### src/rtl/rst_seq.sv
// rst_seq: reset sequencer merging power-on, pin, sw and watchdog requests.
// Holds all block resets, then releases them one stage at a time.
module rst_seq #(
  parameter int STAGES   = 3,
  parameter int HOLD_CYC = 200,
  parameter int GAP_CYC  = 16,
  parameter int SYNC_W   = 2
) (
  input  logic              clk_i,
  input  logic              rst_n_i,
  input  logic              ext_i,
  input  logic              sw_req_i,
  input  logic              wdog_i,
  input  logic              cause_clr_i,
  output logic [STAGES-1:0] rst_o,
  output logic              busy_o,
  output logic [3:0]        cause_o
);

  localparam int MAXC = (HOLD_CYC > GAP_CYC) ? HOLD_CYC : GAP_CYC;
  localparam int CW   = $clog2(MAXC + 1);
  localparam int IW   = (STAGES > 1) ? $clog2(STAGES) : 1;

  localparam logic [CW-1:0] HOLD_LAST = CW'(HOLD_CYC - 1);
  localparam logic [CW-1:0] GAP_LAST  = CW'(GAP_CYC - 1);
  localparam logic [CW-1:0] CNT_MAX   = {CW{1'b1}};
  localparam logic [IW-1:0] IDX_LAST  = IW'(STAGES - 1);
  localparam logic [IW-1:0] IDX_FIRST = IW'(1);

  typedef enum logic [1:0] {
    S_HOLD,
    S_REL,
    S_RUN
  } state_t;

  state_t            state_q, state_d;
  logic [CW-1:0]     cnt_q, cnt_d;
  logic [IW-1:0]     idx_q, idx_d;
  logic [STAGES-1:0] rst_q, rst_d;
  logic              busy_q, busy_d;
  logic [3:0]        cause_q, cause_d;
  logic [SYNC_W-1:0] sync_q, sync_d;

  logic          ext_s;
  logic [3:0]    req_bits;
  logic          req;
  logic [CW-1:0] cnt_inc;

  assign ext_s    = sync_q[SYNC_W-1];
  assign req_bits = {wdog_i, sw_req_i, ext_s, 1'b0};
  assign req      = |req_bits;
  assign cnt_inc  = (cnt_q == CNT_MAX) ? cnt_q : cnt_q + 1'b1;

  // shift the async pin request into the clock domain
  always_comb begin
    sync_d    = sync_q << 1;
    sync_d[0] = ext_i;
  end

  // sequencer next state, staged resets and cause tracking
  always_comb begin
    state_d = state_q;
    cnt_d   = cnt_q;
    idx_d   = idx_q;
    rst_d   = rst_q;
    cause_d = cause_q;
    unique case (state_q)
      S_HOLD: begin
        rst_d = '1;
        if (req) begin
          cnt_d   = '0;
          cause_d = cause_q | req_bits;
        end else if (cnt_q == HOLD_LAST) begin
          rst_d[0] = 1'b0;
          cnt_d    = '0;
          if (STAGES == 1) begin
            state_d = S_RUN;
          end else begin
            state_d = S_REL;
            idx_d   = IDX_FIRST;
          end
        end else begin
          cnt_d = cnt_inc;
        end
      end
      S_REL: begin
        if (req) begin
          rst_d   = '1;
          cnt_d   = '0;
          state_d = S_HOLD;
          cause_d = req_bits;
        end else if (cnt_q == GAP_LAST) begin
          rst_d = rst_q & ~(STAGES'(1) << idx_q);
          cnt_d = '0;
          if (idx_q == IDX_LAST) begin
            state_d = S_RUN;
          end else begin
            idx_d = idx_q + 1'b1;
          end
        end else begin
          cnt_d = cnt_inc;
        end
      end
      S_RUN: begin
        rst_d = '0;
        if (req) begin
          rst_d   = '1;
          cnt_d   = '0;
          state_d = S_HOLD;
          cause_d = req_bits;
        end else if (cause_clr_i) begin
          cause_d = '0;
        end
      end
      default: begin
        rst_d   = '1;
        cnt_d   = '0;
        state_d = S_HOLD;
      end
    endcase
    busy_d = |rst_d;
  end

  // state registers; power-on reset records cause bit 0
  always_ff @(posedge clk_i or negedge rst_n_i) begin
    if (!rst_n_i) begin
      state_q <= S_HOLD;
      cnt_q   <= '0;
      idx_q   <= '0;
      rst_q   <= '1;
      busy_q  <= 1'b1;
      cause_q <= 4'b0001;
      sync_q  <= '0;
    end else begin
      state_q <= state_d;
      cnt_q   <= cnt_d;
      idx_q   <= idx_d;
      rst_q   <= rst_d;
      busy_q  <= busy_d;
      cause_q <= cause_d;
      sync_q  <= sync_d;
    end
  end

  assign rst_o   = rst_q;
  assign busy_o  = busy_q;
  assign cause_o = cause_q;

endmodule

### config.mk
export PLATFORM = sky130hd
export DESIGN_NAME = rst_seq
export DESIGN_NICKNAME = d
export VERILOG_FILES = /design/src/rtl/rst_seq.sv
export SDC_FILE = /design/constraint.sdc
export NUM_CORES = 1
export LEC_CHECK = 0
export CORE_ASPECT_RATIO = 0.8
export CORE_MARGIN = 2
export CORE_UTILIZATION = 50
export DETAILED_ROUTE_END_ITERATION = 7
export GPL_ROUTABILITY_DRIVEN = 0
export GPL_TIMING_DRIVEN = 0
export PLACE_DENSITY = 0.75
export SETUP_SLACK_MARGIN = 0.5
export SYNTH_ARGS = -nofsm -noshare
export SYNTH_HDL_FRONTEND = slang
export SYNTH_SLANG_ARGS = --single-unit
export TNS_END_PERCENT = 10
### constraint.sdc
create_clock -name clk_i -period 1.7 [get_ports clk_i]
set_input_delay 0.34 -clock clk_i [delete_from_list [all_inputs] [get_ports clk_i]]
set_output_delay 0.34 -clock clk_i [all_outputs]
set_load 0.02 [all_outputs]
==> results of run 1 <==
[flip-flops by register name, summed over array words and instances, names as in the netlist]
name	cells
busy_o	1
rst_o	3
state_q	2
cnt_q	8
cause_o	4
sync_q	2
idx_q	2
[metal layers]
layer | GRT usage (%) | wire length [um] | vias up | share of wire, %
li1 | - | - | 580 | -
met4 | 5.07 | 41 | 0 | 1.1
met5 | 0 | 0 | - | 0
met1 | 36.1 | 1470 | 610 | 41
met3 | 5.77 | 346 | 8 | 9.7
met2 | 37.1 | 1710 | 85 | 48
[Yosys cell counts, types with 3 or more instances]
| library cell | count | share of area, % |
|---|---|---|
| a21oi_1 | 9 | 3.5 |
| dfrtp_1 | 17 | 33 |
| dfstp_2 | 5 | 10 |
| ha_1 | 8 | 7.7 |
| inv_1 | 12 | 3.5 |
| nand2_1 | 11 | 3.2 |
| nand3_1 | 3 | 1.2 |
| nand4_1 | 4 | 1.9 |
| nor2_1 | 6 | 1.7 |
| o21ai_0 | 11 | 4.3 |
| o21ai_1 | 5 | 1.9 |
[worst min-delay path by stage]
stage                     slack, ps    endpoint
after CTS                       300  state_q[1]
after floorplan                  40  cause_o[1]
after global routing            360    cnt_q[2]
final                           270    cnt_q[2]
after detailed placement        340   sync_q[1]
after global placement          340   sync_q[1]
[final cells by class]
class,count,area [um2]
Buffer,4,40.0
Timing Repair Buffer,36,304
Fill cell,167,584
Clock buffer,4,26.3
Multi-Input combinational cell,99,836
Sequential cell,22,562
Inverter,12,45.0
Tap cell,36,45.0
[metrics by stage]
| step | hold slack (ps) | std cells |
|---|---|---|
| floorplan | 44.4 | 137 |
| global placement | 336 | 186 |
| detailed placement | 336 | 186 |
| CTS | 300 | 207 |
| global route | 359 | 213 |
| finish | 270 | 213 |
[cells by family after synthesis]
family / Yosys count / share of synthesized area [%]
fa+ha+maj: 8 / 7.74
compound gates: 44 / 21.6
simple gates: 44 / 20.4
mux: 2 / 1.55
xor+xnor: 1 / 0.677
flops: 22 / 43.0
buf+inv: 16 / 5.03
[power by group]
part           total [W]  internal (W)  leakage, nW  switching [W]
combinational  0.0000520     0.0000218        0.451      0.0000302
clock           0.000252     0.0000918       0.0150       0.000161
sequential      0.000530      0.000528        0.258     0.00000221
total           0.000834      0.000641        0.724       0.000193
[timing repair]
item,in CTS,in global routing
pin swaps,14,8
endpoints found under the setup margin,35,28
buffers inserted,17,6
gates cloned,0,0
endpoints found under the hold margin,0,0
resized for setup,67,14
==> impl_metrics.env, run 1 <==
export IMPL_yosysSeqAreaShare_pct=43.0
export IMPL_clock_sinks=22
export IMPL_hold_viol=0
export IMPL_critPathBufInv=0
export IMPL_root_buffer="clkbuf_4"
export IMPL_power_density_mw_per_mm2=449
export IMPL_drv_cap=0
export IMPL_crit_start="cnt_q[5]"
export IMPL_final_cell_mix="buf_4, dfrtp_1, nand2_1"
export IMPL_place_area_mm2=0.00150
export IMPL_ys_flop_type="dfrtp_1"
export IMPL_synth_edf_count=0
export IMPL_dp_slack_ps=-509
export IMPL_r2r_start="cnt_q[5]"
export IMPL_grt_max_degree=23
export IMPL_arrival_ps=2060
export IMPL_antenna_found_initial=0
export IMPL_rsz0062_at_grt="yes"
export IMPL_fin_util_pct=76.1
export IMPL_totalPowerFinal_w=0.000834
export IMPL_cts_max_level=1
export IMPL_path_class="reg2reg"
export IMPL_r2r_slack_ps=-130
export IMPL_hold_buffers=0
export IMPL_clk_pin_slew_worst_paths_ps=130
export IMPL_fmax_mhz=545
export IMPL_vias=1283
export IMPL_cts_tree="done"
export IMPL_drive_gt1_share_pct=43.5
export IMPL_period_minus_slack_ps=1830
export IMPL_setup_violations=12
export IMPL_pin_count=14
export IMPL_final_area_mm2=0.00186
export IMPL_setup_ws_ps=-134
export IMPL_grt_ovfl_total=0
export IMPL_min_path_type="in2async"
export IMPL_async_flop_share_pct=100
export IMPL_drc=0
export IMPL_grt_first_pass_wirelength_um=5580
export IMPL_setup_tns_ps=-664
export IMPL_r2r_cells=4
export IMPL_synth_warnings=0
export IMPL_required_ps=1920
export IMPL_cts_buffers=3
export IMPL_vias_per_cell=6.02
export IMPL_cp_max_fo=4
export IMPL_diodes=0
export IMPL_critPathSlowestCell="or4_4"
export IMPL_cts_root_to_sink_buffers=2
export IMPL_track_usage_pct=24.6
export IMPL_rr_endpoint="state_q[0]"
export IMPL_wl_per_cell_um=16.8
export IMPL_die_h_um=49.5
export IMPL_drt_iter0_markers=106
export IMPL_rows=16
export IMPL_violations="setup timing"
export IMPL_portBuffers=13
export IMPL_core_area_mm2=0.00244
export IMPL_grt_pass1_vias=1166
export IMPL_syn_area_mm2=0.00129
export IMPL_first_pass_iters=4
export IMPL_ys_ff_latch=22
export IMPL_synth_avg_cell_area_um2=9.44
export IMPL_critPathTopFamily="simple AND/OR/NAND/NOR gates"
export IMPL_status="finished, violations left"
export IMPL_slew_violations=0
export IMPL_final_antenna_net_count=0
export IMPL_dieWidth_um=60.9
export IMPL_cp_start_kind="register"
export IMPL_relSlewSlack_pct=35.8
export IMPL_dpl_hpwl_um=2050
export IMPL_slowest_delay_ps=570
export IMPL_worst_slew_pin_slew_ps=963
export IMPL_synthToLayoutAreaGrowth_pct=43.6
export IMPL_clkLatencyLatePin_ps=320
export IMPL_ir_worst_vdd_v=0.000333
export IMPL_path_depth=4
export IMPL_endpoint_kind="register"
export IMPL_final_common_cell="buf_4"
export IMPL_synth_distinct_cells=44
export IMPL_fin_crit_sh_pct=108
export IMPL_p_leak_nw=0.724
export IMPL_start_util_pct=53.0
export IMPL_nets=192
export IMPL_dieArea_mm2=0.00301
export IMPL_fin_skew_ps=17.9
export IMPL_synth_net_count=151
export IMPL_routed_wl_um=3570
export IMPL_crit_chain="nand4bb_4 -> or4_4 -> a21o_1 -> a32o_2"
export IMPL_endpoint="state_q[0]"
export IMPL_postSynthCellCount=137
Note: power is estimated with default switching activity, not from simulation.
==> inputs of run 2 (changes only) <==
Settings changed: ABC_AREA from default to 1, CTS_BUF_LIST from default to sky130_fd_sc_hd__clkbuf_4 sky130_fd_sc_hd__clkbuf_8 sky130_fd_sc_hd__clkbuf_16, PLACE_DENSITY 0.75 to 0.74, SLEW_MARGIN from default to 20.
==> run 2 against run 1 <==
Net effect: the run now ends clean; power rose to 3.0 times the previous value; global-route usage fell by 1.9 points; maximum frequency rose by 23%; critical path depth rose by 5; cell area rose by 1.7%; first-iteration DRC count fell by 48%; cell count rose by 17%; sequential power rose by 46%; synthesized cell count rose by 29%; critical path type unchanged.
==> impl_metrics.env, run 2 <==
export IMPL_grt_first_pass_wirelength_um=5640
export IMPL_fin_crit_sh_pct=87.5
export IMPL_synth_commonest_cells="nand2_1, inv_1, nor2_1"
export IMPL_endpoint="state_q[1]"
export IMPL_yosysTopAreaCell="dfrtp_1"
export IMPL_critPathSlowestCell="dfrtp_1"
export IMPL_pin_count=14
export IMPL_cp_max_fo=4
export IMPL_clock_sinks=22
export IMPL_nets=226
export IMPL_place_area_mm2=0.00158
export IMPL_critPathBufInv=1
export IMPL_rr_endpoint="state_q[1]"
export IMPL_setup_tns_ps=0
export IMPL_ys_ff_latch=22
export IMPL_period_minus_slack_ps=1490
export IMPL_grt_ovfl_total=0
export IMPL_drive_gt1_share_pct=37.0
export IMPL_arrival_ps=1710
export IMPL_setup_violations=0
export IMPL_hp_start="sync_q[0]"
export IMPL_synth_net_count=191
export IMPL_r2r_slack_ps=210
export IMPL_synth_distinct_cells=28
export IMPL_relSlewSlack_pct=35.5
export IMPL_slew_violations=0
export IMPL_rows=17
export IMPL_first_pass_iters=4
export IMPL_r2r_start="cnt_q[1]"
export IMPL_yosysTopAreaCellShare_pct=30.8
export IMPL_yosysSeqAreaShare_pct=40.3
export IMPL_async_flop_share_pct=100
export IMPL_portBuffers=13
export IMPL_fin_skew_ps=3.45
export IMPL_drc=0
export IMPL_postSynthCellCount=177
export IMPL_dpl_hpwl_um=2250
export IMPL_diodes=0
export IMPL_cts_buffers=3
export IMPL_path_depth=9
export IMPL_final_antenna_net_count=0
export IMPL_cp_start_kind="register"
export IMPL_placed_cells=228
export IMPL_largest_reg_flops=8
export IMPL_final_common_cell="nand2_1"
export IMPL_hold_buffers=0
export IMPL_fin_util_pct=69.9
export IMPL_required_ps=1920
export IMPL_crit_start="cnt_q[1]"
export IMPL_dieArea_mm2=0.00320
export IMPL_synth_edf_count=0
export IMPL_die_h_um=51.0
export IMPL_min_path_type="reg2reg"
export IMPL_track_usage_pct=22.7
export IMPL_critPathTopFamily="simple AND/OR/NAND/NOR gates"
export IMPL_rsz0062_at_grt="yes"
export IMPL_start_util_pct=51.2
export IMPL_final_area_mm2=0.00189
export IMPL_clkLatencyLatePin_ps=310
export IMPL_endpoint_kind="register"
export IMPL_drt_iter0_markers=55
export IMPL_status="finished, final reports clean"
export IMPL_antenna_found_initial=0
export IMPL_synth_warnings=0
export IMPL_power_density_mw_per_mm2=1320
export IMPL_ys_flop_type="dfrtp_1"
export IMPL_vias=1331
export IMPL_slowest_delay_ps=420
export IMPL_synth_area_leaders="dfrtp_1, nand2_1, dfstp_2"
export IMPL_routed_wl_um=3460
export IMPL_hold_ws_ps=371
export IMPL_vias_per_cell=5.35
export IMPL_regMostFlops="cnt_q"
export IMPL_final_cell_mix="nand2_1, inv_1, nor2_1, dfrtp_1, buf_4"
export IMPL_drv_cap=0
export IMPL_hold_viol=0
export IMPL_dieWidth_um=62.8
export IMPL_core_area_mm2=0.00270
export IMPL_final_cells=249
export IMPL_cts_tree="done"
export IMPL_path_class="reg2reg"
export IMPL_path_common_cell="nand2_2"
export IMPL_clk_pin_slew_worst_paths_ps=130
export IMPL_crit_chain="ha_4 -> buf_6 -> nand3_2 -> nor2_1 -> nand2_1 -> nand2_2 -> nand3_4 -> nand2_2 -> o21ai_2"
export IMPL_root_buffer="clkbuf_4"
export IMPL_ir_worst_vdd_v=0.00103
export IMPL_cts_max_level=1
export IMPL_synth_most_common_cell="nand2_1"
export IMPL_p_leak_nw=0.863
export IMPL_fmax_mhz=672
export IMPL_r2r_cells=9
export IMPL_synth_avg_cell_area_um2=7.81
export IMPL_worst_slew_pin_slew_ps=964
export IMPL_synthToLayoutAreaGrowth_pct=36.7
export IMPL_grt_pass1_vias=1272
export IMPL_syn_area_mm2=0.00138
export IMPL_cts_root_to_sink_buffers=2
export IMPL_grt_max_degree=23
export IMPL_wl_per_cell_um=13.9
-- run 2: changes by cell type in the layout (fill, tap and decap cells not counted), moves of 4 or more --
cell	previous run	this run
nand2_2	2	6
buf_4	23	16
nor2_1	5	16
nor2_2	0	5
o21ai_1	9	5
nand2_4	0	5
nand3_2	1	5
nand2_1	10	35
nand3_1	2	7
buf_6	7	2
a21oi_1	7	1
o21ai_0	7	14
inv_1	9	19
-- run 2: kinds of logic (layout without fill, tap and decap cells) --
kind of cell	after synthesis	count (layout)	synth area share [%]
buffers and inverters	25	59	6.97
adder cells (fa/ha/maj)	8	8	7.24
flip-flops	22	22	40.3
AND/OR/NAND/NOR	88	88	30.7
AO/OA/AOI/OAI	32	32	13.6
XOR/XNOR	2	2	1.27
-- run 2: stage by stage --
stage	setup WS (ps)	power [W]
global route	124	0.00267
detailed placement	-164	0.00174
CTS	311	0.00239
finish	213	0.00249
floorplan	368	0.00142
global placement	-107	0.00169
-- run 2: timing repair --
action / CTS / global route
buffers inserted: 13 / 4
pin swaps: 15 / 8
endpoints found under the setup margin: 28 / 45
gates resized for setup: 56 / 11
-- run 2: cell type report --
cell class | count | area [um2]
sequential | 22 | 558
inverter | 24 | 95.1
multi-input combinational | 130 | 885
clock inverter | 1 | 30.0
buffer | 1 | 13.8
fill | 210 | 812
clock buffer | 3 | 22.5
timing repair buffer | 30 | 238
tap | 38 | 47.5
-- run 2: worst min-delay path by stage --
stage	to	slack (ps)	depth (start not counted)
floorplan	cause_o[1]	40	0
global placement	sync_q[1]	340	0
detailed placement	sync_q[1]	350	0
CTS	sync_q[1]	380	0
global route	sync_q[1]	380	0
finish	sync_q[1]	370	0
-- run 2: power by group --
part,internal (W),total [W],switching (W),leakage (nW)
logic,0.000561,0.00131,0.000747,0.562
clock network,0.000238,0.000406,0.000167,0.0279
registers,0.000672,0.000774,0.000102,0.273
-- run 2: routing by layer --
layer	GRT usage, %	part of all wire (%)	vias up	routed length [um]
met1	26.7	40	635	1390
met5	0	0	-	0
met3	6.61	5.8	10	201
li1	-	-	640	-
met2	41.8	51	46	1750
met4	4.81	3.3	0	114
